$ cat config.mk
export PLATFORM = sky130hd
export DESIGN_NAME = uart_tx_flat
export DESIGN_NICKNAME = d
export VERILOG_FILES = /design/src/rtl/uart_tx_if.sv /design/src/rtl/uart_tx.sv /design/src/flat_wrapper.sv
export SDC_FILE = /design/constraint.sdc
export NUM_CORES = 1
export LEC_CHECK = 0
export ABC_AREA = 0
export BUFFER_PORTS_ARGS = -buffer_cell sky130_fd_sc_hd__buf_2
export CORE_MARGIN = 1.5
export CORE_UTILIZATION = 54
export CTS_CLUSTER_DIAMETER = 120
export DETAILED_ROUTE_END_ITERATION = 12
export GPL_ROUTABILITY_DRIVEN = 1
export GPL_TIMING_DRIVEN = 0
export HOLD_SLACK_MARGIN = 0.1
export PLACE_DENSITY = 0.87
export REMOVE_ABC_BUFFERS = 1
export SYNTH_ARGS = -nofsm -noshare
export SYNTH_HDL_FRONTEND = slang
export SYNTH_SLANG_ARGS = --single-unit
$ cat constraint.sdc
create_clock -name clk -period 1.91 [get_ports clk]
set_input_delay 0.0955 -clock clk [delete_from_list [all_inputs] [get_ports clk]]
set_output_delay 0.0955 -clock clk [all_outputs]
set_load 0.1 [all_outputs]
$ cat src/rtl/uart_tx_if.sv
// Byte handshake between a core-side producer and the UART transmitter.
interface uart_tx_if;
  logic [7:0] tx_data_in;
  logic       tx_valid_in;
  logic       tx_ready_out;

  modport master (
    output tx_data_in,
    output tx_valid_in,
    input  tx_ready_out
  );

  modport slave (
    input  tx_data_in,
    input  tx_valid_in,
    output tx_ready_out
  );
endinterface

$ cat src/rtl/uart_tx.sv
// UART transmitter: start bit, 8 data bits LSB first, optional parity, 1 or 2 stop bits.
// Each serial bit is held for CLKS_PER_BIT clocks; txd comes straight from a flop.
module uart_tx #(
  parameter int unsigned CLKS_PER_BIT = 4,
  parameter int unsigned PARITY_EN    = 0,
  parameter int unsigned PARITY_ODD   = 0,
  parameter int unsigned STOP_BITS    = 1
) (
  input  logic       clk,
  input  logic       rst,
  uart_tx_if.slave   tx_if,
  output logic       txd,
  output logic       tx_busy_out,
  output logic       tx_done_out
);

  localparam int unsigned CntW = (CLKS_PER_BIT > 1) ? $clog2(CLKS_PER_BIT) : 1;

  typedef enum logic [2:0] {
    StIdle,
    StStart,
    StData,
    StParity,
    StStop
  } state_e;

  state_e          state_q, state_d;
  logic [CntW-1:0] cnt_q, cnt_d;
  logic [2:0]      bit_idx_q, bit_idx_d;
  logic [7:0]      shift_q, shift_d;
  logic            parity_q, parity_d;
  logic            txd_q, txd_d;
  logic            done_q, done_d;

  logic cnt_last;
  logic accept;

  assign cnt_last = (cnt_q == CntW'(CLKS_PER_BIT - 1));
  assign accept   = tx_if.tx_valid_in && tx_if.tx_ready_out;

  assign tx_if.tx_ready_out = (state_q == StIdle) && !rst;
  assign tx_busy_out        = (state_q != StIdle);
  assign txd                = txd_q;
  assign tx_done_out        = done_q;

  always_comb begin
    state_d   = state_q;
    cnt_d     = cnt_q;
    bit_idx_d = bit_idx_q;
    shift_d   = shift_q;
    parity_d  = parity_q;
    txd_d     = txd_q;
    done_d    = 1'b0;

    unique case (state_q)
      StIdle: begin
        txd_d = 1'b1;
        if (accept) begin
          shift_d  = tx_if.tx_data_in;
          parity_d = (^tx_if.tx_data_in) ^ (PARITY_ODD != 0);
          cnt_d    = '0;
          state_d  = StStart;
          txd_d    = 1'b0;
        end
      end

      StStart: begin
        if (cnt_last) begin
          cnt_d     = '0;
          bit_idx_d = '0;
          state_d   = StData;
          txd_d     = shift_q[0];
        end else begin
          cnt_d = cnt_q + 1'b1;
        end
      end

      StData: begin
        if (cnt_last) begin
          cnt_d = '0;
          if (bit_idx_q == 3'd7) begin
            bit_idx_d = '0;
            if (PARITY_EN != 0) begin
              state_d = StParity;
              txd_d   = parity_q;
            end else begin
              state_d = StStop;
              txd_d   = 1'b1;
            end
          end else begin
            // The next data bit sits at shift_q[1] before the shift lands.
            bit_idx_d = bit_idx_q + 1'b1;
            shift_d   = {1'b0, shift_q[7:1]};
            txd_d     = shift_q[1];
          end
        end else begin
          cnt_d = cnt_q + 1'b1;
        end
      end

      StParity: begin
        if (cnt_last) begin
          cnt_d     = '0;
          bit_idx_d = '0;
          state_d   = StStop;
          txd_d     = 1'b1;
        end else begin
          cnt_d = cnt_q + 1'b1;
        end
      end

      StStop: begin
        txd_d = 1'b1;
        if (cnt_last) begin
          cnt_d = '0;
          if (bit_idx_q == 3'(STOP_BITS - 1)) begin
            bit_idx_d = '0;
            state_d   = StIdle;
            done_d    = 1'b1;
          end else begin
            bit_idx_d = bit_idx_q + 1'b1;
          end
        end else begin
          cnt_d = cnt_q + 1'b1;
        end
      end

      default: begin
        state_d = StIdle;
        txd_d   = 1'b1;
      end
    endcase
  end

  always_ff @(posedge clk) begin
    if (rst) begin
      state_q   <= StIdle;
      cnt_q     <= '0;
      bit_idx_q <= '0;
      shift_q   <= '0;
      parity_q  <= 1'b0;
      txd_q     <= 1'b1;
      done_q    <= 1'b0;
    end else begin
      state_q   <= state_d;
      cnt_q     <= cnt_d;
      bit_idx_q <= bit_idx_d;
      shift_q   <= shift_d;
      parity_q  <= parity_d;
      txd_q     <= txd_d;
      done_q    <= done_d;
    end
  end

endmodule

$ cat src/flat_wrapper.sv
// flat-port wrapper written by rule: the top's interface ports become plain ports
module uart_tx_flat 
#(
  parameter int unsigned CLKS_PER_BIT = 4,
  parameter int unsigned PARITY_EN    = 0,
  parameter int unsigned PARITY_ODD   = 0,
  parameter int unsigned STOP_BITS    = 1
)
  (clk, rst, txd, tx_busy_out, tx_done_out, tx_if_tx_data_in, tx_if_tx_valid_in, tx_if_tx_ready_out);
  uart_tx_if tx_if_i ();
  input  logic clk;
  input  logic rst;
  output logic txd;
  output logic tx_busy_out;
  output logic tx_done_out;
  input wire logic [$bits(tx_if_i.tx_data_in)-1:0] tx_if_tx_data_in;
  input wire logic [$bits(tx_if_i.tx_valid_in)-1:0] tx_if_tx_valid_in;
  output wire logic [$bits(tx_if_i.tx_ready_out)-1:0] tx_if_tx_ready_out;
  assign tx_if_i.tx_data_in = tx_if_tx_data_in;
  assign tx_if_i.tx_valid_in = tx_if_tx_valid_in;
  assign tx_if_tx_ready_out = tx_if_i.tx_ready_out;
  uart_tx #(.CLKS_PER_BIT(CLKS_PER_BIT), .PARITY_EN(PARITY_EN), .PARITY_ODD(PARITY_ODD), .STOP_BITS(STOP_BITS)) u_core (.clk(clk), .rst(rst), .tx_if(tx_if_i), .txd(txd), .tx_busy_out(tx_busy_out), .tx_done_out(tx_done_out));
endmodule
After elaboration in Yosys (flattened, before gate mapping). Index checks and enable logic that the tools add are counted.

Register bits after elaboration: 18. Logic and storage cells: 70.

$add $sub $neg: 2. Eq/ne operators: 15. Multiplexer cells: 28. Bitwise operators: 2. Reduce and logical (&&, ||, !) cells: 17.

Operators with widths (number): $mux 3 (12); $mux 8 (3); $ne 2x1->1 const B (8); $pmux 8 s2 (1); $pmux 3 s5 (1); $pmux 3 s3 (1); $reduce_and 4->1 (2); $reduce_and 7->1 (1); $eq 3x2->1 const B (2); $eq 3x3->1 const B (2); $logic_not 3->1 (2); $mux 1 (6); $reduce_bool 3->1 (2); $mux 2 (2); $pmux 1 s4 (1); $pmux 2 s2 (1); $reduce_bool 2->1 (2); $reduce_or 4->1 (1); $add 3x1->3 const B (1); $eq 3x1->1 const B (1); $reduce_and 3->1 (1); $reduce_or 3->1 (1); $add 2x1->2 const B (1); $eq 2x2->1 const B (1); 6 further kinds (8).

Longest topological paths before layout. Gate-level depths: netlist (run 1).

Word-level depth: 5. Depth in mapped cells: 7. Gate-level depth less buffers: 6.

Worst setup path after synthesis (run 1). Ideal clock, no wire load.

Path kind: register to register. From: register u_core.state_q[0]. To: register u_core.shift_q[7]. Library setup time: 0.079 ns. Arrival time: 3.836 ns. Required time: 1.831 ns. Path slack: -2.005 ns. Stages on the path, launching flop included: 5. Path buffers: 1. Period minus slack after synthesis: 3.915 ns. Cell sequence: dfxtp_1 clkbuf_1 nor4_1 nand3_1 o21ai_0.

Cells in the longest elaborated chain, start to end: 5. Elaborated cells between the ends (all ways): 10.

Ends and longest elaborated chain: start: declaration (line uart_tx.sv:27) `state_e state_q, state_d;`; start signal: assignment (line uart_tx.sv:137) `state_q <= StIdle;`; start signal: assignment (line uart_tx.sv:145) `state_q <= state_d;`; $logic_not 3->1 (line uart_tx.sv:41) `assign tx_if.tx_ready_out = (state_q == StIdle) && !rst;`; $logic_and 1x1->1 (line uart_tx.sv:41); net tx_if_tx_ready_out (line flat_wrapper.sv:18) `output wire logic [$bits(tx_if_i.tx_ready_out)-1:0] tx_if_tx_ready_out;`; $logic_and 1x1->1 (line uart_tx.sv:39) `assign accept = tx_if.tx_valid_in && tx_if.tx_ready_out;`; $ne 2x1->1 (no source line); $reduce_and 4->1 (no source line); end signal: assignment (line uart_tx.sv:148) `shift_q <= shift_d;`; end: declaration (line uart_tx.sv:30) `logic [7:0] shift_q, shift_d;`.

The timed path passes the listed nets, and every way through them passes these cells. A chain may end at the register's enable or synchronous reset.

Worst setup path after layout (run 1).
From: register u_core.state_q[0]. To: output port tx_if_tx_ready_out.

Cells in the longest elaborated chain, start to end: 2.

Ends and longest elaborated chain (line): $logic_not 3->1 (uart_tx.sv:41); $logic_and 1x1->1 (uart_tx.sv:41); end: declaration (flat_wrapper.sv:18).

Every way passes these cells.

==> flow_metrics.env, run 1 <==
export IMPL_diodes=0
export IMPL_grt_pass1_vias=801
export IMPL_crit_required_ps=1810
export IMPL_cp_endpoint="tx_if_tx_ready_out"
export IMPL_cts_tree="done"
export IMPL_grtUsageTotal_pct=22.9
export IMPL_seq_power_share_pct=55.5
export IMPL_cts_buffers=3
export IMPL_tightest_slew_ps=487
export IMPL_postRouteAntennaNets=0
export IMPL_avgViaCountPerCell=5.68
export IMPL_leakage_nw=0.409
export IMPL_path_clk_slew_ps=100
export IMPL_place_hpwl_um=1340
export IMPL_rr_endpoint="u_core.shift_q[6]"
export IMPL_setup_tns_ps=0
export IMPL_post_drt_wl_per_cell_um=13.2
export IMPL_nNetsFinal=141
export IMPL_synthXorXnorAreaFrac_pct=0
export IMPL_die_h_um=45.7
export IMPL_final_cells=149
export IMPL_drc=0
export IMPL_hold_path_class="in2reg"
export IMPL_ir_worst_vdd_mv=0.380
export IMPL_path_class="reg2out"
export IMPL_reg2reg_slack_ps=140
export IMPL_syn_to_final_growth_pct=11.4
export IMPL_dr_pass1_iters=8
export IMPL_core_area_sq_um=1730
export IMPL_startpoint_type="flop"
export IMPL_fmax_mhz=554
export IMPL_grt_setup_unrepaired="no"
export IMPL_start_util_pct=57.1
export IMPL_cts_root_buf="clkbuf_4"
export IMPL_maxCapViolCount=0
export IMPL_fin_util_pct=63.6
export IMPL_dpl_cell_area_sq_um=1030
export IMPL_synthSimpleGateAreaFrac_pct=22.2
export IMPL_reg2reg_from="u_core.bit_idx_q[0]"
export IMPL_final_hold_violation_count=0
export IMPL_grt_max_degree=21
export IMPL_vias=846
export IMPL_synth_top_family_by_area="simple AND/OR/NAND/NOR gates"
export IMPL_synth_area_leader_cell="dfxtp_1"
export IMPL_ys_seq_area_share_pct=36.5
export IMPL_crit_arrival_ps=1710
export IMPL_end_kind="primary output"
export IMPL_period_needed_ps=1800
export IMPL_synthesis_area_sq_um=986
export IMPL_dieArea_sq_um=2090
export IMPL_io_pins=15
export IMPL_clk_path_buf_depth=2
export IMPL_max_slew_margin_pct=67.5
export IMPL_status="complete, no violations"
export IMPL_switching_share_pct=29.9
export IMPL_globalplace_congestion=0.831
export IMPL_overflow=0
export IMPL_drive_gt1_share_pct=21.0
export IMPL_drt_iter0_markers=16
export IMPL_dp_cells=142
export IMPL_synthDistinctLibCells=30
export IMPL_switchingPower_w=0.000222
export IMPL_layout_setup_ws_ps=106
export IMPL_rows=15
export IMPL_p_int_w=0.000520
export IMPL_crit_fanout=14
export IMPL_synth_top_area_share_pct=36.5
export IMPL_postSynthAreaPerCell_sq_um=8.96
export IMPL_clock_sinks=18
export IMPL_design_area_sq_um=1100
export IMPL_power_frac_comb_pct=19.3
export IMPL_synth_compound_area_share_pct=19.7
export IMPL_worstSetupStartpoint="u_core.state_q[0]"
export IMPL_pwr_share_clk_pct=25.2
export IMPL_die_w_um=45.7
export IMPL_grt_pass1_wl_um=3450
export IMPL_ys_seq_elements=18
export IMPL_period_share_pct=94.5
export IMPL_dp_slack_ps=-113
export IMPL_synth_mux_area_share_pct=9.14
export IMPL_drv_slew=0
export IMPL_synth_area_leaders="dfxtp_1, mux2i_1, nor2_1, a211oi_1, ha_1"
export IMPL_clk_insertion_delay_late_ps=300
export IMPL_powerDensity_nw_per_um2=676
export IMPL_synth_fa_ha_area_share_pct=5.08
export IMPL_antenna_found_initial=0
export IMPL_ff2ff_path_depth=7
export IMPL_yosys_warnings=0
export IMPL_routed_wirelength_um=1970
export IMPL_setup_viol=0
export IMPL_h_tree_depth=1
export IMPL_syn_inst=110
export IMPL_numPortBuffers=14
export IMPL_skew_ps=10.9
[state kept, by name, indices dropped and copies added (netlist names)]
name	cells
u_core.shift_q	8
u_core.bit_idx_q	3
u_core.state_q	3
u_core.cnt_q	2
u_core.tx_done_out	1
u_core.txd	1
[power groups by stage]
stage	Clock (W)	Combinational, W	Sequential, W
final	0.000187	0.000143	0.000412
after global routing	0.000203	0.000156	0.000415
after CTS	0.000191	0.000142	0.000411
after detailed placement	0	0.000132	0.000420
after global placement	0	0.000127	0.000419
after floorplan	0	0.0000847	0.000431
[cells in the mapped netlist]
library cell   n
nand2b_1       5
nand3_1        2
ha_1           4
buf_6          2
a21boi_0       1
a211oi_1       7
nor4_1         1
nand4b_1       1
a21bo_2        1
clkbuf_8       2
nor2_2         1
o22ai_1        1
nand2_1        5
nor3_1         6
a31oi_1        1
nor2b_1        2
dfxtp_1       18
a211oi_2       2
or3_1          2
nand3b_1       2
clkbuf_1       3
a32oi_1        1
nor2_1        15
a21o_1         1
a211oi_4       1
a21oi_1        5
mux2i_1        9
or3b_4         1
inv_1          3
o21ai_0        5
[layout make-up]
class | instances | area, sq um
clock buffer | 3 | 22.5
fill | 162 | 628
inverter | 3 | 11.3
multi-input combinational | 82 | 556
sequential | 18 | 360
tap | 25 | 31.3
timing repair buffer | 18 | 118
[kinds of logic after synthesis]
kind of cell / count (synthesis)
AOI/OAI and AO/OA: 26
adders and majority gates: 4
buffers and inverters: 10
DFF: 18
muxes: 9
and+or+nand+nor: 43
[how the worst min path moves through the flow]
stage	from	end	slack (ps)	cells after the start
2_1_floorplan	rst	u_core.shift_q[4]	160	1
3_3_place_gp	tx_if_tx_data_in[7]	u_core.shift_q[7]	320	3
3_5_place_dp	tx_if_tx_data_in[7]	u_core.shift_q[7]	360	3
4_1_cts	tx_if_tx_valid_in	u_core.state_q[0]	130	3
5_1_grt	tx_if_tx_data_in[0]	u_core.shift_q[0]	150	3
6_report	tx_if_tx_data_in[0]	u_core.shift_q[0]	130	3
[per-layer routing]
metal	share of wire, %	wire [um]	track usage, %
met5	0	0	0
met1	43	846	28.1
met2	50	989	39.7
met3	4.8	95	4.76
met4	1.7	34	7.43
[cell usage in the layout, fill, tap and decap left out, types with 2 or more instances in the layout]
| cell type | Yosys | routed |
|---|---|---|
| dfxtp_1 | 18 | 18 |
| nor2_1 | 15 | 15 |
| buf_2 | 0 | 14 |
| mux2i_1 | 9 | 9 |
| a211oi_1 | 7 | 7 |
| nor3_1 | 6 | 6 |
| o21ai_0 | 5 | 5 |
| nand2_1 | 5 | 5 |
| nand2b_1 | 5 | 5 |
| a21oi_1 | 5 | 5 |
| inv_1 | 3 | 3 |
| ha_1 | 4 | 3 |
| clkbuf_4 | 0 | 3 |
| or3_1 | 2 | 2 |
| nand3_1 | 2 | 2 |
| nor2b_1 | 2 | 2 |
| nand3b_1 | 2 | 2 |
| a211oi_2 | 2 | 2 |
| dlygate4sd3_1 | 0 | 2 |
[per-stage QoR]
stage          power [W]  hold slack (ps)
6_report        0.000743              132
5_1_grt         0.000775              150
4_1_cts         0.000744              128
3_5_place_dp    0.000552              356
3_3_place_gp    0.000546              320
2_1_floorplan   0.000516              160
[worst max-delay path, cell delays in order (launching register included)]
cell and delay (ps):
dfxtp_1 470, nor4_1 430, buf_2 510
[timing repair]
item / CTS / global route
endpoints found under the hold margin: 1 / 0
gates resized for setup: 0 / 1
hold buffers: 2 / 0
gates cloned: 0 / 0
endpoints found under the setup margin: 8 / 7
setup buffers: 2 / 0
pin swaps: 1 / 1
Note: power is estimated with default switching activity, not from simulation.
==> run 2: changes to the inputs <==
CORE_UTILIZATION = 58   (was 54)
PLACE_DENSITY = 0.92   (was 0.87)
SETUP_SLACK_MARGIN = 0.1   (was default)
clock period = 2.3 ns   (was 1.91 ns; I/O delays follow)
==> run 2 against run 1 <==
  * Clock-buffer cell count unchanged
  * Hold slack worse by 23 ps
  * Final cell count down 8.1%
  * Highest routed layer unchanged
  * Final area down 4.7%
  * Clock skew down 8.5 ps
==> flow_metrics.env, run 2 (same netlist as run 1, synthesis figures left out) <==
export IMPL_cts_buffers=3
export IMPL_diodes=0
export IMPL_path_clk_slew_ps=100
export IMPL_avgViaCountPerCell=6.14
export IMPL_grt_pass1_vias=764
export IMPL_max_slew_margin_pct=59.4
export IMPL_drc=0
export IMPL_grt_max_degree=21
export IMPL_antenna_found_initial=0
export IMPL_vias=841
export IMPL_regArea_sq_um=360
export IMPL_place_hpwl_um=1340
export IMPL_period_needed_ps=2080
export IMPL_hold_ws_ps=109
export IMPL_io_pins=15
export IMPL_status="complete, no violations"
export IMPL_clock_sinks=18
export IMPL_crit_arrival_ps=2280
export IMPL_end_kind="flop"
export IMPL_fin_util_pct=67.9
export IMPL_drv_slew=0
export IMPL_grt_pass1_wl_um=3130
export IMPL_startpoint_type="flop"
export IMPL_numPortBuffers=14
export IMPL_crit_required_ps=2510
export IMPL_grt_setup_unrepaired="no"
export IMPL_multi_input_area_sq_um=553
export IMPL_final_common_cell="dfxtp_1"
export IMPL_postRouteAntennaNets=0
export IMPL_drive_gt1_share_pct=19.0
export IMPL_dp_slack_ps=260
export IMPL_die_h_um=44.2
export IMPL_final_cells=137
export IMPL_nNetsFinal=138
export IMPL_die_w_um=44.2
export IMPL_drt_iter0_markers=16
export IMPL_dieArea_sq_um=1960
export IMPL_top_register="u_core.shift_q"
export IMPL_layout_common_cells="dfxtp_1, nor2_1, buf_2"
export IMPL_reg_top3="u_core.shift_q x8, u_core.bit_idx_q x3, u_core.state_q x3"
export IMPL_post_drt_wl_per_cell_um=13.9
export IMPL_dp_cells=133
export IMPL_maxCapViolCount=0
export IMPL_ir_worst_vdd_mv=0.452
export IMPL_hold_path_class="in2reg"
export IMPL_h_tree_depth=1
export IMPL_ff2ff_path_depth=5
export IMPL_n_fill_cell=113
export IMPL_cts_root_buf="clkbuf_4"
export IMPL_largest_register_ffs=8
export IMPL_period_share_pct=90.2
export IMPL_leakage_nw=0.396
export IMPL_hold_path_cell_count=3
export IMPL_final_hold_violation_count=0
export IMPL_globalplace_congestion=0.748
export IMPL_overflow=0
export IMPL_fmax_mhz=482
export IMPL_crit_fanout=15
export IMPL_syn_to_final_growth_pct=6.22
export IMPL_powerDensity_nw_per_um2=580
export IMPL_clk_path_buf_depth=2
export IMPL_core_area_sq_um=1540
export IMPL_path_class="reg2reg"
export IMPL_rows=14
export IMPL_start_util_pct=64.0
export IMPL_routed_wirelength_um=1900
export IMPL_setup_viol=0
export IMPL_cts_tree="done"
export IMPL_skew_ps=2.36
export IMPL_grtUsageTotal_pct=21.5
export IMPL_tightest_slew_ps=607
export IMPL_dr_pass1_iters=4
export IMPL_clk_insertion_delay_late_ps=290
export IMPL_layout_setup_ws_ps=224
==> run 2: critical path, cell delays in order (launching register included) <==
cell and delay [ps]:
dfxtp_1 430, ha_1 440, nand3b_1 190, a211oi_4 580
nor2_1 100, a211oi_1 240
==> run 2: routing by layer <==
layer | share of wire [%] | track usage, % | vias to the layer above
met5 | 0 | 0 | -
met1 | 43 | 25.4 | 385
met3 | 5.6 | 4.08 | 6
li1 | - | - | 417
met2 | 50 | 38.2 | 33
met4 | 1.7 | 7.88 | 0
==> run 2: worst paths after layout <==
| check | start | end | slack (ps) |
|---|---|---|---|
| worst max-delay path | u_core.cnt_q[0] | u_core.shift_q[6] | 220 |
| worst min-delay path | tx_if_tx_valid_in | u_core.shift_q[7] | 110 |
| worst max register to register | u_core.cnt_q[0] | u_core.shift_q[6] | 220 |
| worst min register to register | u_core.bit_idx_q[0] | u_core.bit_idx_q[0] | 490 |
==> run 2: report_power, final <==
part           leakage [nW]  switching, W  internal (W)  total [W]
logic                 0.235     0.0000735     0.0000376   0.000111
registers             0.147     0.0000149      0.000327   0.000342
clock network        0.0138     0.0000935     0.0000609   0.000154
==> run 2: through the flow <==
| stage | total power, W | instance area, sq um | setup TNS (ps) |
|---|---|---|---|
| 4_1_cts | 0.000609 | 1050 | 0 |
| 5_1_grt | 0.000630 | 1050 | 0 |
| 6_report | 0.000608 | 1050 | 0 |
| 3_5_place_dp | 0.000459 | 1010 | 0 |
| 3_3_place_gp | 0.000453 | 1010 | 0 |
| 2_1_floorplan | 0.000428 | 925 | -2750 |
==> run 2: area by class of cell <==
type | count | area share [%]
well taps | 16 | 1.91
flip-flops and latches | 18 | 34.4
inverters | 3 | 1.08
repair buffers | 15 | 7.65
clock buffers | 3 | 2.15
multi-input cells | 82 | 52.8
==> run 2: timing repair <==
item,CTS,global route
setup buffers,0,0
resized for setup,0,0
hold endpoints to repair,1,0
hold buffers,1,0
==> run 3: changes to the inputs <==
CORE_ASPECT_RATIO = 0.75   (was default)
CORE_UTILIZATION = 35   (was 58)
PLACE_DENSITY = 0.65   (was 0.92)
==> run 3 against run 2 <==
  * Fmax grew 13%
  * Utilization shrank 25 points
  * Sequential cell count is the same
  * Total power grew 20%
  * Combinational power grew 6%
  * Routed wire length grew 2.7%
  * Critical path type unchanged
  * Largest cell class unchanged
==> flow_metrics.env, run 3 (same netlist as run 1, synthesis figures left out) <==
export IMPL_syn_to_final_growth_pct=15.6
export IMPL_cp_top_family="compound AO/OA/AOI/OAI gates"
export IMPL_crit_required_ps=2470
export IMPL_dieArea_sq_um=3150
export IMPL_largest_register_ffs=8
export IMPL_post_drt_wl_per_cell_um=12.1
export IMPL_cts_root_buf="clkbuf_8"
export IMPL_clock_sinks=18
export IMPL_cts_buffers=3
export IMPL_path_class="reg2reg"
export IMPL_clk_insertion_delay_late_ps=260
export IMPL_drt_iter0_markers=25
export IMPL_cts_tree="done"
export IMPL_crit_slowest_cell="ha_1"
export IMPL_overflow=0
export IMPL_postRouteAntennaNets=0
export IMPL_place_hpwl_um=1320
export IMPL_status="complete, no violations"
export IMPL_grt_pass1_vias=716
export IMPL_switching_share_pct=27.9
export IMPL_startpoint_type="flop"
export IMPL_routed_wirelength_um=1950
export IMPL_die_w_um=64.3
export IMPL_core_area_sq_um=2640
export IMPL_leakage_nw=0.430
export IMPL_crit_chain="ha_1, nand3b_1, a211oi_4, buf_12, nor2_1, a211oi_1"
export IMPL_diodes=0
export IMPL_maxCapViolCount=0
export IMPL_clk_path_buf_depth=2
export IMPL_period_share_pct=80.0
export IMPL_seq_power_share_pct=47.0
export IMPL_switchingPower_w=0.000203
export IMPL_end_kind="flop"
export IMPL_grt_pass1_wl_um=3170
export IMPL_dr_pass1_iters=4
export IMPL_rows=16
export IMPL_powerDensity_nw_per_um2=637
export IMPL_numPortBuffers=14
export IMPL_vias=848
export IMPL_final_cells=161
export IMPL_total_power_w=0.000726
export IMPL_cts_resized=0
export IMPL_start_util_pct=37.3
export IMPL_grt_setup_unrepaired="no"
export IMPL_fmax_mhz=543
export IMPL_final_hold_violation_count=0
export IMPL_dp_cells=153
export IMPL_setup_viol=0
export IMPL_nNetsFinal=141
export IMPL_drc=0
export IMPL_reg_top3="u_core.shift_q x8, u_core.bit_idx_q x3, u_core.state_q x3"
export IMPL_grtUsageTotal_pct=12.7
export IMPL_max_slew_margin_pct=64.6
export IMPL_die_h_um=49.0
export IMPL_slowest_delay_ps=440
export IMPL_antenna_found_initial=0
export IMPL_dp_slack_ps=300
export IMPL_io_pins=15
export IMPL_hold_path_class="in2reg"
export IMPL_cp_num_buf_inv=1
export IMPL_globalplace_congestion=0.750
export IMPL_ir_worst_vdd_mv=0.183
export IMPL_crit_fanout=13
export IMPL_tightest_slew_ps=530
export IMPL_drv_slew=0
export IMPL_h_tree_depth=1
export IMPL_final_common_cell="dfxtp_1"
export IMPL_skew_ps=1.07
export IMPL_grt_max_degree=21
export IMPL_pwr_share_clk_pct=36.7
export IMPL_top_register="u_core.shift_q"
export IMPL_p_int_w=0.000523
export IMPL_path_clk_slew_ps=70
export IMPL_period_needed_ps=1840
export IMPL_layout_common_cells="dfxtp_1, nor2_1, buf_2"
export IMPL_crit_arrival_ps=2010
export IMPL_avgViaCountPerCell=5.27
export IMPL_power_frac_comb_pct=16.3
export IMPL_drive_gt1_share_pct=21.6
export IMPL_layout_setup_ws_ps=459
## run 3: cell types whose count changed in the layout (fill, tap and decap cells not counted), sizes merged
cell	before	now
clkbuf	3	4
buf	14	17
## run 3: routing by layer
metal | share of wire, % | vias up | track usage, %
li1 | - | 422 | -
met1 | 49 | 402 | 16.0
met2 | 46 | 20 | 20.8
met3 | 3.6 | 4 | 2.77
met4 | 1.3 | 0 | 5.32
met5 | 0 | - | 0
## run 3: cell type report
cell class	count	area (sq um)
clock buffers	4	55.1
multi-input cells	82	553
repair buffers	18	115
flip-flops and latches	18	360
well taps	36	45.0
inverters	3	11.3
fillers	264	1500
## run 3: final timing paths
check | start | slack (ps) | end | depth (start not counted)
hold / removal | tx_if_tx_valid_in | 140 | u_core.shift_q[7] | 3
hold reg to reg | u_core.bit_idx_q[0] | 480 | u_core.bit_idx_q[0] | 2
setup reg to reg | u_core.cnt_q[0] | 460 | u_core.shift_q[6] | 6
setup / recovery | u_core.cnt_q[0] | 460 | u_core.shift_q[6] | 6
## run 3: through the flow
step           area [sq um]  TNS (ps)  hold slack, ps  util (%)
5_1_grt                1140         0             157      43.1
2_1_floorplan           925     -2750             180         -
4_1_cts                1100         0             133      41.8
3_5_place_dp           1040         0             368      39.3
3_3_place_gp           1040         0             353      39.3
6_report               1140         0             139      43.1
## run 3: power by group through the flow
stage / sequential [W] / combinational (W) / clock (W)
after floorplan: 0.000358 / 0.0000703 / 0
after global placement: 0.000348 / 0.000107 / 0
after detailed placement: 0.000349 / 0.000109 / 0
after CTS: 0.000342 / 0.000111 / 0.000270
after global routing: 0.000345 / 0.000126 / 0.000280
final: 0.000342 / 0.000118 / 0.000267
## run 3: tightest hold or removal path, cell delays in order
cell	delay, ps
buf_2	110
nand3_1	70
o21ai_0	70
## run 3: timing repair
item,CTS,global route
setup endpoints to repair,0,4
endpoints found under the hold margin,1,0
hold buffers,1,0
buffers inserted,0,3
